<file path="src/rtl/ex_muldiv_pkg.sv">
// Shared types and constants for the EX-stage multiply/divide unit.
package project_types;

    // Multiply/divide unit operation codes.
    typedef enum logic [3:0] {
        MD_NOP   = 4'd0,
        MD_MULT  = 4'd1,
        MD_MULTU = 4'd2,
        MD_DIV   = 4'd3,
        MD_DIVU  = 4'd4,
        MD_MTHI  = 4'd5,
        MD_MTLO  = 4'd6,
        MD_MFHI  = 4'd7,
        MD_MFLO  = 4'd8
    } md_op_t;

    // Top-level sequencing states.
    typedef enum logic [1:0] {
        ST_IDLE = 2'd0,
        ST_MUL  = 2'd1,
        ST_DIV  = 2'd2,
        ST_DONE = 2'd3
    } md_state_t;

    // Divider internal phases.
    typedef enum logic [1:0] {
        DV_IDLE = 2'd0,
        DV_ABS  = 2'd1,
        DV_ITER = 2'd2
    } dv_phase_t;

    localparam int unsigned WIDTH_MAX   = 64;
    localparam int unsigned MUL_LAT_MAX = 8;
    localparam int unsigned MUL_CNT_W   = $clog2(MUL_LAT_MAX + 1);

    // Quotient reported for a zero divisor; truncated to WIDTH at the use site.
    localparam logic [WIDTH_MAX-1:0] MD_DIV_ZERO_LO = '1;

    function automatic logic is_mul(input md_op_t op);
        return (op == MD_MULT) || (op == MD_MULTU);
    endfunction

    function automatic logic is_div(input md_op_t op);
        return (op == MD_DIV) || (op == MD_DIVU);
    endfunction

endpackage

</file>
<file path="src/rtl/ex_muldiv_div_iter.sv">
// Iterative radix-2 restoring divider: one abs cycle, then WIDTH shift/subtract
// steps. The signed/zero-corrected result is presented combinationally in the
// last step so the caller can commit it on the same edge.
// Built only when MULDIV_DIV_EN is defined.
`ifdef MULDIV_DIV_EN
module md_div_iter
    import project_types::*;
#(
    parameter int unsigned WIDTH = 32
) (
    input  logic             clk,
    input  logic             rst,
    input  logic             start_i,
    input  logic             abort_i,
    input  logic             sgn_i,
    input  logic [WIDTH-1:0] dvd_i,
    input  logic [WIDTH-1:0] dvs_i,
    output logic             busy_o,
    output logic             done_c_o,
    output logic [WIDTH-1:0] quo_c_o,
    output logic [WIDTH-1:0] rem_c_o
);

    localparam int unsigned CNT_W = $clog2(WIDTH + 1);

    dv_phase_t        phase_q, phase_d;
    logic [CNT_W-1:0] cnt_q, cnt_d;
    logic [WIDTH-1:0] rem_q, rem_d;
    logic [WIDTH-1:0] quo_q, quo_d;
    logic [WIDTH-1:0] dvs_q, dvs_d;
    logic [WIDTH-1:0] dvd_q, dvd_d;
    logic             sgn_q, sgn_d;
    logic             negq_q, negq_d;
    logic             negr_q, negr_d;
    logic             zero_q, zero_d;

    logic [WIDTH:0]   shifted;
    logic [WIDTH:0]   diff;
    logic             ge;
    logic [WIDTH-1:0] rem_n;
    logic [WIDTH-1:0] quo_n;

    // Divider state registers.
    always_ff @(posedge clk or negedge rst) begin
        if (!rst) begin
            phase_q <= DV_IDLE;
            cnt_q   <= '0;
            rem_q   <= '0;
            quo_q   <= '0;
            dvs_q   <= '0;
            dvd_q   <= '0;
            sgn_q   <= 1'b0;
            negq_q  <= 1'b0;
            negr_q  <= 1'b0;
            zero_q  <= 1'b0;
        end else begin
            phase_q <= phase_d;
            cnt_q   <= cnt_d;
            rem_q   <= rem_d;
            quo_q   <= quo_d;
            dvs_q   <= dvs_d;
            dvd_q   <= dvd_d;
            sgn_q   <= sgn_d;
            negq_q  <= negq_d;
            negr_q  <= negr_d;
            zero_q  <= zero_d;
        end
    end

    // One restoring step: shift in the next dividend bit, subtract if it fits.
    always_comb begin
        shifted = {rem_q, quo_q[WIDTH-1]};
        diff    = shifted - {1'b0, dvs_q};
        ge      = (shifted >= {1'b0, dvs_q});
        rem_n   = ge ? WIDTH'(diff) : WIDTH'(shifted);
        quo_n   = {quo_q[WIDTH-2:0], ge};
    end

    // Phase sequencing and datapath next-state.
    always_comb begin
        phase_d = phase_q;
        cnt_d   = cnt_q;
        rem_d   = rem_q;
        quo_d   = quo_q;
        dvs_d   = dvs_q;
        dvd_d   = dvd_q;
        sgn_d   = sgn_q;
        negq_d  = negq_q;
        negr_d  = negr_q;
        zero_d  = zero_q;
        if (abort_i) begin
            phase_d = DV_IDLE;
        end else begin
            case (phase_q)
                DV_IDLE: begin
                    if (start_i) begin
                        dvd_d   = dvd_i;
                        dvs_d   = dvs_i;
                        sgn_d   = sgn_i;
                        phase_d = DV_ABS;
                    end
                end
                DV_ABS: begin
                    quo_d   = (sgn_q & dvd_q[WIDTH-1]) ? -dvd_q : dvd_q;
                    dvs_d   = (sgn_q & dvs_q[WIDTH-1]) ? -dvs_q : dvs_q;
                    rem_d   = '0;
                    negq_d  = sgn_q & (dvd_q[WIDTH-1] ^ dvs_q[WIDTH-1]);
                    negr_d  = sgn_q & dvd_q[WIDTH-1];
                    zero_d  = (dvs_q == '0);
                    cnt_d   = CNT_W'(WIDTH);
                    phase_d = DV_ITER;
                end
                DV_ITER: begin
                    rem_d = rem_n;
                    quo_d = quo_n;
                    cnt_d = cnt_q - CNT_W'(1);
                    if (cnt_q == CNT_W'(1)) begin
                        phase_d = DV_IDLE;
                    end
                end
                default: phase_d = DV_IDLE;
            endcase
        end
    end

    // Final result: sign correction, zero-divisor override, handshake.
    always_comb begin
        busy_o   = (phase_q != DV_IDLE);
        done_c_o = (phase_q == DV_ITER) && (cnt_q == CNT_W'(1)) && !abort_i;
        quo_c_o  = zero_q ? WIDTH'(MD_DIV_ZERO_LO) : (negq_q ? -quo_n : quo_n);
        rem_c_o  = zero_q ? dvd_q : (negr_q ? -rem_n : rem_n);
    end

endmodule
`endif

</file>
<file path="src/rtl/ex_muldiv.sv">
// EX-stage multiply/divide unit owning HI/LO. Multiplies use a behavioural
// product behind a MUL_LAT delay counter; divides use md_div_iter when
// MULDIV_DIV_EN is defined, otherwise DIV/DIVU retire as no-ops.
module ex_muldiv
    import project_types::*;
#(
    parameter int unsigned WIDTH   = 32,
    parameter int unsigned MUL_LAT = 3
) (
    input  logic             clk,
    input  logic             rst,
    input  logic             valid_i,
    input  md_op_t           op_i,
    input  logic [WIDTH-1:0] oprd1_i,
    input  logic [WIDTH-1:0] oprd2_i,
    input  logic             flush_i,
    output logic             stallreq_o,
    output logic [WIDTH-1:0] rdata_o,
    output logic [WIDTH-1:0] hi_o,
    output logic [WIDTH-1:0] lo_o,
    output logic             done_o
);

    md_state_t            state_q, state_d;
    logic [MUL_CNT_W-1:0] cnt_q, cnt_d;
    logic [WIDTH-1:0]     opa_q, opa_d;
    logic [WIDTH-1:0]     opb_q, opb_d;
    logic                 sgn_q, sgn_d;
    logic [WIDTH-1:0]     hi_q, hi_d;
    logic [WIDTH-1:0]     lo_q, lo_d;
    logic                 done_q, done_d;

    logic                 go_c;
    logic                 accept_mul_c;
    logic                 accept_div_c;
    logic                 stall_c;
    logic [WIDTH-1:0]     mul_a_c, mul_b_c;
    logic                 mul_s_c;
    logic [2*WIDTH-1:0]   prod_c;

    // Sign- or zero-extend to 2*WIDTH so one unsigned multiply covers both forms.
    function automatic logic [2*WIDTH-1:0] mul_ext(input logic [WIDTH-1:0] a,
                                                   input logic [WIDTH-1:0] b,
                                                   input logic             s);
        logic [2*WIDTH-1:0] ea;
        logic [2*WIDTH-1:0] eb;
        ea = {{WIDTH{s & a[WIDTH-1]}}, a};
        eb = {{WIDTH{s & b[WIDTH-1]}}, b};
        return ea * eb;
    endfunction

    assign go_c         = valid_i & ~flush_i;
    assign accept_mul_c = (state_q == ST_IDLE) && go_c && is_mul(op_i);

`ifdef MULDIV_DIV_EN
    logic             div_busy;
    logic             div_done_c;
    logic [WIDTH-1:0] div_quo_c;
    logic [WIDTH-1:0] div_rem_c;

    assign accept_div_c = (state_q == ST_IDLE) && go_c && is_div(op_i);

    md_div_iter #(
        .WIDTH (WIDTH)
    ) u_div (
        .clk      (clk),
        .rst      (rst),
        .start_i  (accept_div_c),
        .abort_i  (flush_i && (state_q == ST_DIV)),
        .sgn_i    (op_i == MD_DIV),
        .dvd_i    (oprd1_i),
        .dvs_i    (oprd2_i),
        .busy_o   (div_busy),
        .done_c_o (div_done_c),
        .quo_c_o  (div_quo_c),
        .rem_c_o  (div_rem_c)
    );
`else
    assign accept_div_c = 1'b0;
`endif

    // Operand source: live inputs on the accept cycle (MUL_LAT==1), latched otherwise.
    always_comb begin
        mul_a_c = opa_q;
        mul_b_c = opb_q;
        mul_s_c = sgn_q;
        if (state_q == ST_IDLE) begin
            mul_a_c = oprd1_i;
            mul_b_c = oprd2_i;
            mul_s_c = (op_i == MD_MULT);
        end
        prod_c = mul_ext(mul_a_c, mul_b_c, mul_s_c);
    end

    // State and architectural registers.
    always_ff @(posedge clk or negedge rst) begin
        if (!rst) begin
            state_q <= ST_IDLE;
            cnt_q   <= '0;
            opa_q   <= '0;
            opb_q   <= '0;
            sgn_q   <= 1'b0;
            hi_q    <= '0;
            lo_q    <= '0;
            done_q  <= 1'b0;
        end else begin
            state_q <= state_d;
            cnt_q   <= cnt_d;
            opa_q   <= opa_d;
            opb_q   <= opb_d;
            sgn_q   <= sgn_d;
            hi_q    <= hi_d;
            lo_q    <= lo_d;
            done_q  <= done_d;
        end
    end

    // Next-state, HI/LO update and stall request.
    always_comb begin
        state_d = state_q;
        cnt_d   = cnt_q;
        opa_d   = opa_q;
        opb_d   = opb_q;
        sgn_d   = sgn_q;
        hi_d    = hi_q;
        lo_d    = lo_q;
        done_d  = 1'b0;
        stall_c = 1'b0;
        case (state_q)
            ST_IDLE: begin
                if (accept_mul_c) begin
                    stall_c = 1'b1;
                    opa_d   = oprd1_i;
                    opb_d   = oprd2_i;
                    sgn_d   = (op_i == MD_MULT);
                    cnt_d   = MUL_CNT_W'(MUL_LAT - 1);
                    if (MUL_LAT == 1) begin
                        {hi_d, lo_d} = prod_c;
                        done_d       = 1'b1;
                        state_d      = ST_DONE;
                    end else begin
                        state_d = ST_MUL;
                    end
                end else if (accept_div_c) begin
                    stall_c = 1'b1;
                    state_d = ST_DIV;
                end else if (go_c && (op_i == MD_MTHI)) begin
                    hi_d = oprd1_i;
                end else if (go_c && (op_i == MD_MTLO)) begin
                    lo_d = oprd1_i;
                end
            end
            ST_MUL: begin
                if (flush_i) begin
                    state_d = ST_IDLE;
                end else begin
                    stall_c = 1'b1;
                    cnt_d   = cnt_q - MUL_CNT_W'(1);
                    if (cnt_q == MUL_CNT_W'(1)) begin
                        {hi_d, lo_d} = prod_c;
                        done_d       = 1'b1;
                        state_d      = ST_DONE;
                    end
                end
            end
            ST_DIV: begin
`ifdef MULDIV_DIV_EN
                if (flush_i) begin
                    state_d = ST_IDLE;
                end else begin
                    stall_c = 1'b1;
                    if (div_done_c) begin
                        hi_d    = div_rem_c;
                        lo_d    = div_quo_c;
                        done_d  = 1'b1;
                        state_d = ST_DONE;
                    end else if (!div_busy) begin
                        state_d = ST_IDLE;
                    end
                end
`else
                state_d = ST_IDLE;
`endif
            end
            ST_DONE: state_d = ST_IDLE;
            default: state_d = ST_IDLE;
        endcase
    end

    // HI/LO read port for MFHI/MFLO.
    always_comb begin
        rdata_o = '0;
        if (op_i == MD_MFHI) begin
            rdata_o = hi_q;
        end else if (op_i == MD_MFLO) begin
            rdata_o = lo_q;
        end
    end

    // Stall is suppressed while reset is asserted so every output reads its reset value.
    assign stallreq_o = stall_c & rst;
    assign hi_o       = hi_q;
    assign lo_o       = lo_q;
    assign done_o     = done_q;

endmodule

</file>
<file path="config.mk">
export PLATFORM = sky130hd
export DESIGN_NAME = ex_muldiv
export DESIGN_NICKNAME = d
export VERILOG_FILES = /design/src/rtl/ex_muldiv_pkg.sv /design/src/rtl/ex_muldiv_div_iter.sv /design/src/rtl/ex_muldiv.sv
export SDC_FILE = /design/constraint.sdc
export NUM_CORES = 2
export LEC_CHECK = 0
export BUFFER_PORTS_ARGS = -buffer_cell sky130_fd_sc_hd__buf_2
export CAP_MARGIN = 20
export CELL_PAD_IN_SITES_DETAIL_PLACEMENT = 1
export CELL_PAD_IN_SITES_GLOBAL_PLACEMENT = 1
export CORE_MARGIN = 4
export CORE_UTILIZATION = 38
export CTS_CLUSTER_DIAMETER = 200
export DETAILED_ROUTE_END_ITERATION = 16
export GPL_TIMING_DRIVEN = 0
export PLACE_DENSITY_LB_ADDON = 0.1
export SLEW_MARGIN = 20
export SYNTH_ARGS = -nofsm -noshare
export SYNTH_HDL_FRONTEND = slang
export SYNTH_HIERARCHICAL = 1
export SYNTH_SLANG_ARGS = --single-unit
</file>
<file path="constraint.sdc">
create_clock -name clk -period 19.2 [get_ports clk]
set_clock_uncertainty 0.2 [all_clocks]
set_input_delay 2.88 -clock clk [delete_from_list [all_inputs] [get_ports clk]]
set_output_delay 2.88 -clock clk [all_outputs]
set_load 0.005 [all_outputs]
</file>
# Word-level counts from Yosys, hierarchy flattened
# Index checks and enable logic that the tools add are counted.
dict set report totals {
  register_bits 136
  input_bits 72
  output_inout_bits 98
}
dict set report classes {
  n_addsub 1
  mul 1
  n_eq_ne 18
  muxes 29
  bitwise_logic 5
  n_reduce_logical 13
}
# cell count
set ops {}
lappend ops {{$mux 32} 13}
lappend ops {{$pmux 32 s2} 2}
lappend ops {{$mul 33x33->64} 1}
lappend ops {{$eq 4x3->1 const B} 3}
lappend ops {{$ne 2x2->1 const B} 5}
lappend ops {{$eq 4x1->1 const B} 2}
lappend ops {{$mux 4} 2}
lappend ops {{$pmux 4 s2} 1}
lappend ops {{$mux 1} 6}
lappend ops {{$mux 2} 3}
lappend ops {{$pmux 2 s3} 1}
lappend ops {{$reduce_and 6->1} 1}
lappend ops {{$reduce_and 5->1} 1}
lappend ops {{$and 1x1->1} 4}
lappend ops {{$eq 2x2->1 const B} 2}
lappend ops {{$eq 4x2->1 const B} 1}
lappend ops {{$eq 4x4->1 const B} 1}
lappend ops {{$logic_and 1x1->1} 4}
lappend ops {{$ne 2x1->1 const B} 2}
lappend ops {{$reduce_and 2->1} 2}
lappend ops {{$sub 4x1->4 const B} 1}
lappend ops {{$ne 3x3->1 const B} 1}
lappend ops {{$reduce_and 3->1} 1}
lappend ops {{$eq 2x1->1 const B} 1}
lappend ops {{other kinds (6)} 6}

# Logic depth before layout (Yosys ltp)
dict set report depth {
  depth_word 7
  mapped_depth 33
  depth_no_buf 30
}

# Worst setup path after synthesis
# Ideal clock, no wire load.
dict set report synth_timing {
  kind {input port to flip-flop}
  from {in op_i[0]}
  to {reg hi_q[26], in the netlist hi_o[26]}
  arrival_ns 11.184
  slack_ns 7.672
  path_stages 32
  path_buffers 2
  path_cell_list {clkbuf_1 nor4b_1 mux2i_1 nor2_1 clkbuf_1 nand2_1 inv_1 fa_1 inv_1 fa_1 inv_1 fa_1 fa_1 inv_1 fa_1 inv_1 fa_1 inv_1 fa_1 fa_1 inv_1 ha_1 and2_1 or4_1 a211oi_1 nor3_1 a41oi_1 a21oi_2 a31o_4 a31oi_4 xor2_1 o221ai_1}
}
dict set report synth_between {
  elab_chain_cells 7
  word_cells_on_any_way 16
  cone_classes {mul: 1; eq/ne: 5; mux: 4; bitwise: 2; reduce/logical: 4}
}
# element line_no
set synth_lines {}
lappend synth_lines {{start, declared} ex_muldiv.sv:13} ;# input md_op_t op_i,
lappend synth_lines {{$eq 4x1->1} {ex_muldiv_pkg.sv:40, ex_muldiv.sv:90}}
lappend synth_lines {{$mux 1} ex_muldiv.sv:87} ;# if (state_q == ST_IDLE) begin
lappend synth_lines {{$and 1x1->1 (on tied branches)} {ex_muldiv.sv:47, ex_muldiv.sv:48}}
lappend synth_lines {{$mul 33x33->64} ex_muldiv.sv:49} ;# return ea * eb;
lappend synth_lines {{$mux 32} ex_muldiv.sv:159} ;# if (cnt_q == MUL_CNT_W'(1)) begin
lappend synth_lines {{$mux 32} ex_muldiv.sv:154} ;# if (flush_i) begin
lappend synth_lines {{$pmux 32 s2} ex_muldiv.sv:129} ;# case (state_q)
lappend synth_lines {{end signal, assigned} ex_muldiv.sv:112} ;# hi_q <= hi_d;
lappend synth_lines {{end, declared} ex_muldiv.sv:29} ;# logic [WIDTH-1:0] hi_q, hi_d;
# Parallel ways exist; a longest one is shown, timed or not. The select of a mux whose other input is x is not followed.
# A chain may end at the register's enable or synchronous reset.

# Worst setup path after layout
# Ends and elaborated chain as after synthesis.

==> flow_summary.json <==
{
  "status": "complete, no violations",
  "nets": 6583,
  "die_x_um": 350,
  "crit_top_cell": "fa_1",
  "slowest_stage": "fa_1",
  "worst_slew_margin_rel": 0.126,
  "grtUsageTotal": 0.317,
  "finalCritPeriodShare": 0.722,
  "yosys.area_share.simple": 0.137,
  "core_um2": 116000,
  "drv_cap": 0,
  "synth_edf_count": 0,
  "synth_top_family_by_area": "adder cells",
  "initialDrtViolationCount": 2699,
  "rsz0062_at_grt": "no",
  "yosys_most_used_dff": "dfrtp_1",
  "ant_nets": 0,
  "cts_made_buffers": 17,
  "synth_area_um2": 44400,
  "row_count": 125,
  "area.growth.synth_to_final_pct": 8.27,
  "root_buffer": "clkbuf_16",
  "grt_max_degree": 82,
  "synthMuxAreaShare": 0.0313,
  "synth-seq-cells": 136,
  "dr.pass1.iters": 7,
  "port_buffers": 168,
  "path_max_fanout": 10,
  "start_util": 0.383,
  "cts_tree": "done",
  "hold_path_class": "reg2reg",
  "grt_pass1_vias": 38500,
  "postSynthAreaPerCell_um2": 8.92,
  "drc_errors": 0,
  "hold_buffers": 0,
  "cp.required_ns": 19.35,
  "fmax_mhz": 72.1,
  "holdWs_ns": 0.281,
  "post_cts_buffers": 0,
  "ys_warn_count": 6,
  "vias": 35500,
  "grt_overflow_total": 0,
  "ctsResizeCount": 0,
  "synth_compound_area_frac": 0.0506,
  "max_stage_delay_ns": 1.02,
  "ioPinCount": 170,
  "layout-drive-gt1-share": 0.0677,
  "routed_wl_mm": 190,
  "final_area_um2": 48100,
  "syn-num-nets": 6390,
  "hold_viol_final": 0,
  "gp_congestion": 0.988,
  "routed_via_density": 5.28,
  "crit_path_end_kind": "register",
  "clock_path_buffers": 2,
  "netlist-cell-type-count": 77,
  "finalSetupTns_ns": 0,
  "synthTopCellsByCount": "1205 x inv_1, 1125 x fa_1, 1089 x nand2_1",
  "min_period_ns": 13.87,
  "dieArea_um2": 122000,
  "arrival_ns": 14.01,
  "setup_slack_ns": 5.33,
  "insertion_delay_ns": 0.50,
  "maxSlewViolCount": 0,
  "synthTopCellsByArea": "fa_1 51%, inv_1 10%, nand2_1 9.2%",
  "wl_per_cell_um": 28.3,
  "htree_levels": 4,
  "setup_viol": 0,
  "pre_cts_ws_ns": 4.81,
  "synth_top_area_share": 0.507,
  "clk_pin_slew_ns": 0.07,
  "tightest_slew_ns": 1.28,
  "cp-start-kind": "input pin",
  "synthCells": 4979,
  "grt_first_pass_wirelength_mm": 276,
  "antenna_found_initial": 12,
  "synth_top_cell_by_area": "fa_1",
  "synth.most_common_cell": "inv_1",
  "hpwl_mm": 166,
  "cts_sinks": 136,
  "async_flop_share": 1.00,
  "synthXorXnorAreaFrac": 0.0152,
  "dieHeight_um": 350,
  "critPathKind": "in2reg",
  "synth_seq_area_share": 0.0766,
  "dpl_cell_area_um2": 47500,
  "yosys.area_share.adder": 0.567
}
==> final cells by class <==
type | instances | area, um2
sequential | 136 | 3400
inverter | 1206 | 4530
multi-input combinational | 3408 | 35800
antenna | 4 | 10.0
timing repair buffer | 174 | 938
clock inverter | 15 | 174
buffer | 229 | 882
clock buffer | 17 | 425
tap | 1524 | 1910
fill | 13700 | 68000
==> metrics by stage <==
step / instances / util
after floorplan: 4979 / -
after global placement: 6671 / 0.406
after detailed placement: 6677 / 0.409
after CTS: 6709 / 0.414
after global routing: 6710 / 0.414
final: 6713 / 0.414
==> flip-flops by register name (all words and copies together) (netlist names) <==
signal and count:
opb_q 32, lo_o 32, sgn_q 1, cnt_q 4, done_o 1, hi_o 32
state_q 2, opa_q 32
==> path summary, 6_finish.rpt <==
path / cells past startpoint / end / start / slack (ns)
max: 32 / hi_o[26] / op_i[0] / 5.33
min: 2 / opb_q[25] / opb_q[25] / 0.28
max reg2reg: 32 / hi_o[26] / state_q[1] / 6.52
min reg2reg: 2 / opb_q[25] / opb_q[25] / 0.28
max in group asynchronous: 2 / opb_q[8] / rst / 15.81
min in group asynchronous: 1 / hi_o[6] / rst / 2.12
==> layer usage <==
metal / vias to the layer above / GRT usage / share of wire
met2: 1102 / 0.501 / 0.46
met5: - / 0 / 0.00032
met4: 8 / 0.147 / 0.057
li1: 14900 / - / -
met1: 19200 / 0.434 / 0.43
met3: 247 / 0.0444 / 0.060
==> worst max-delay path: cells and delay by family <==
family / cells / cell delay, ns
XOR/XNOR: 1 / 0.34
buffers and inverters: 9 / 2.21
adder cells (fa/ha/maj): 9 / 4.91
AND/OR/NAND/NOR: 6 / 1.95
multiplexers: 1 / 0.48
AO/OA/AOI/OAI: 6 / 1.16
==> placed cells by master, fill, tap and decap left out, drive strengths merged, types with 7 or more instances in the layout <==
master / instances
and2: 47
nand2: 1090
nand3: 17
o21bai: 12
o21ai: 80
clkinv: 8
nor2: 312
a221oi: 8
buf: 199
fa: 1125
xnor2: 58
o221ai: 13
mux2: 72
clkbuf: 221
dfrtp: 136
a22o: 32
nand2b: 12
mux2i: 58
xor2: 19
inv: 1213
a31oi: 8
and3: 7
ha: 214
a21o: 33
a211oi: 11
a21oi: 95
nand4: 11
nor3: 9
==> cell families after synthesis <==
group	count (synthesis)
muxes	130
adders and majority gates	1339
DFF	136
xor gates and xnor gates	77
buffers and inverters	1435
and+or+nand+nor	1534
AOI/OAI and AO/OA	328
Power is not shown: default switching activity piles up to over one toggle a cycle in this logic, so the estimate is an artifact.
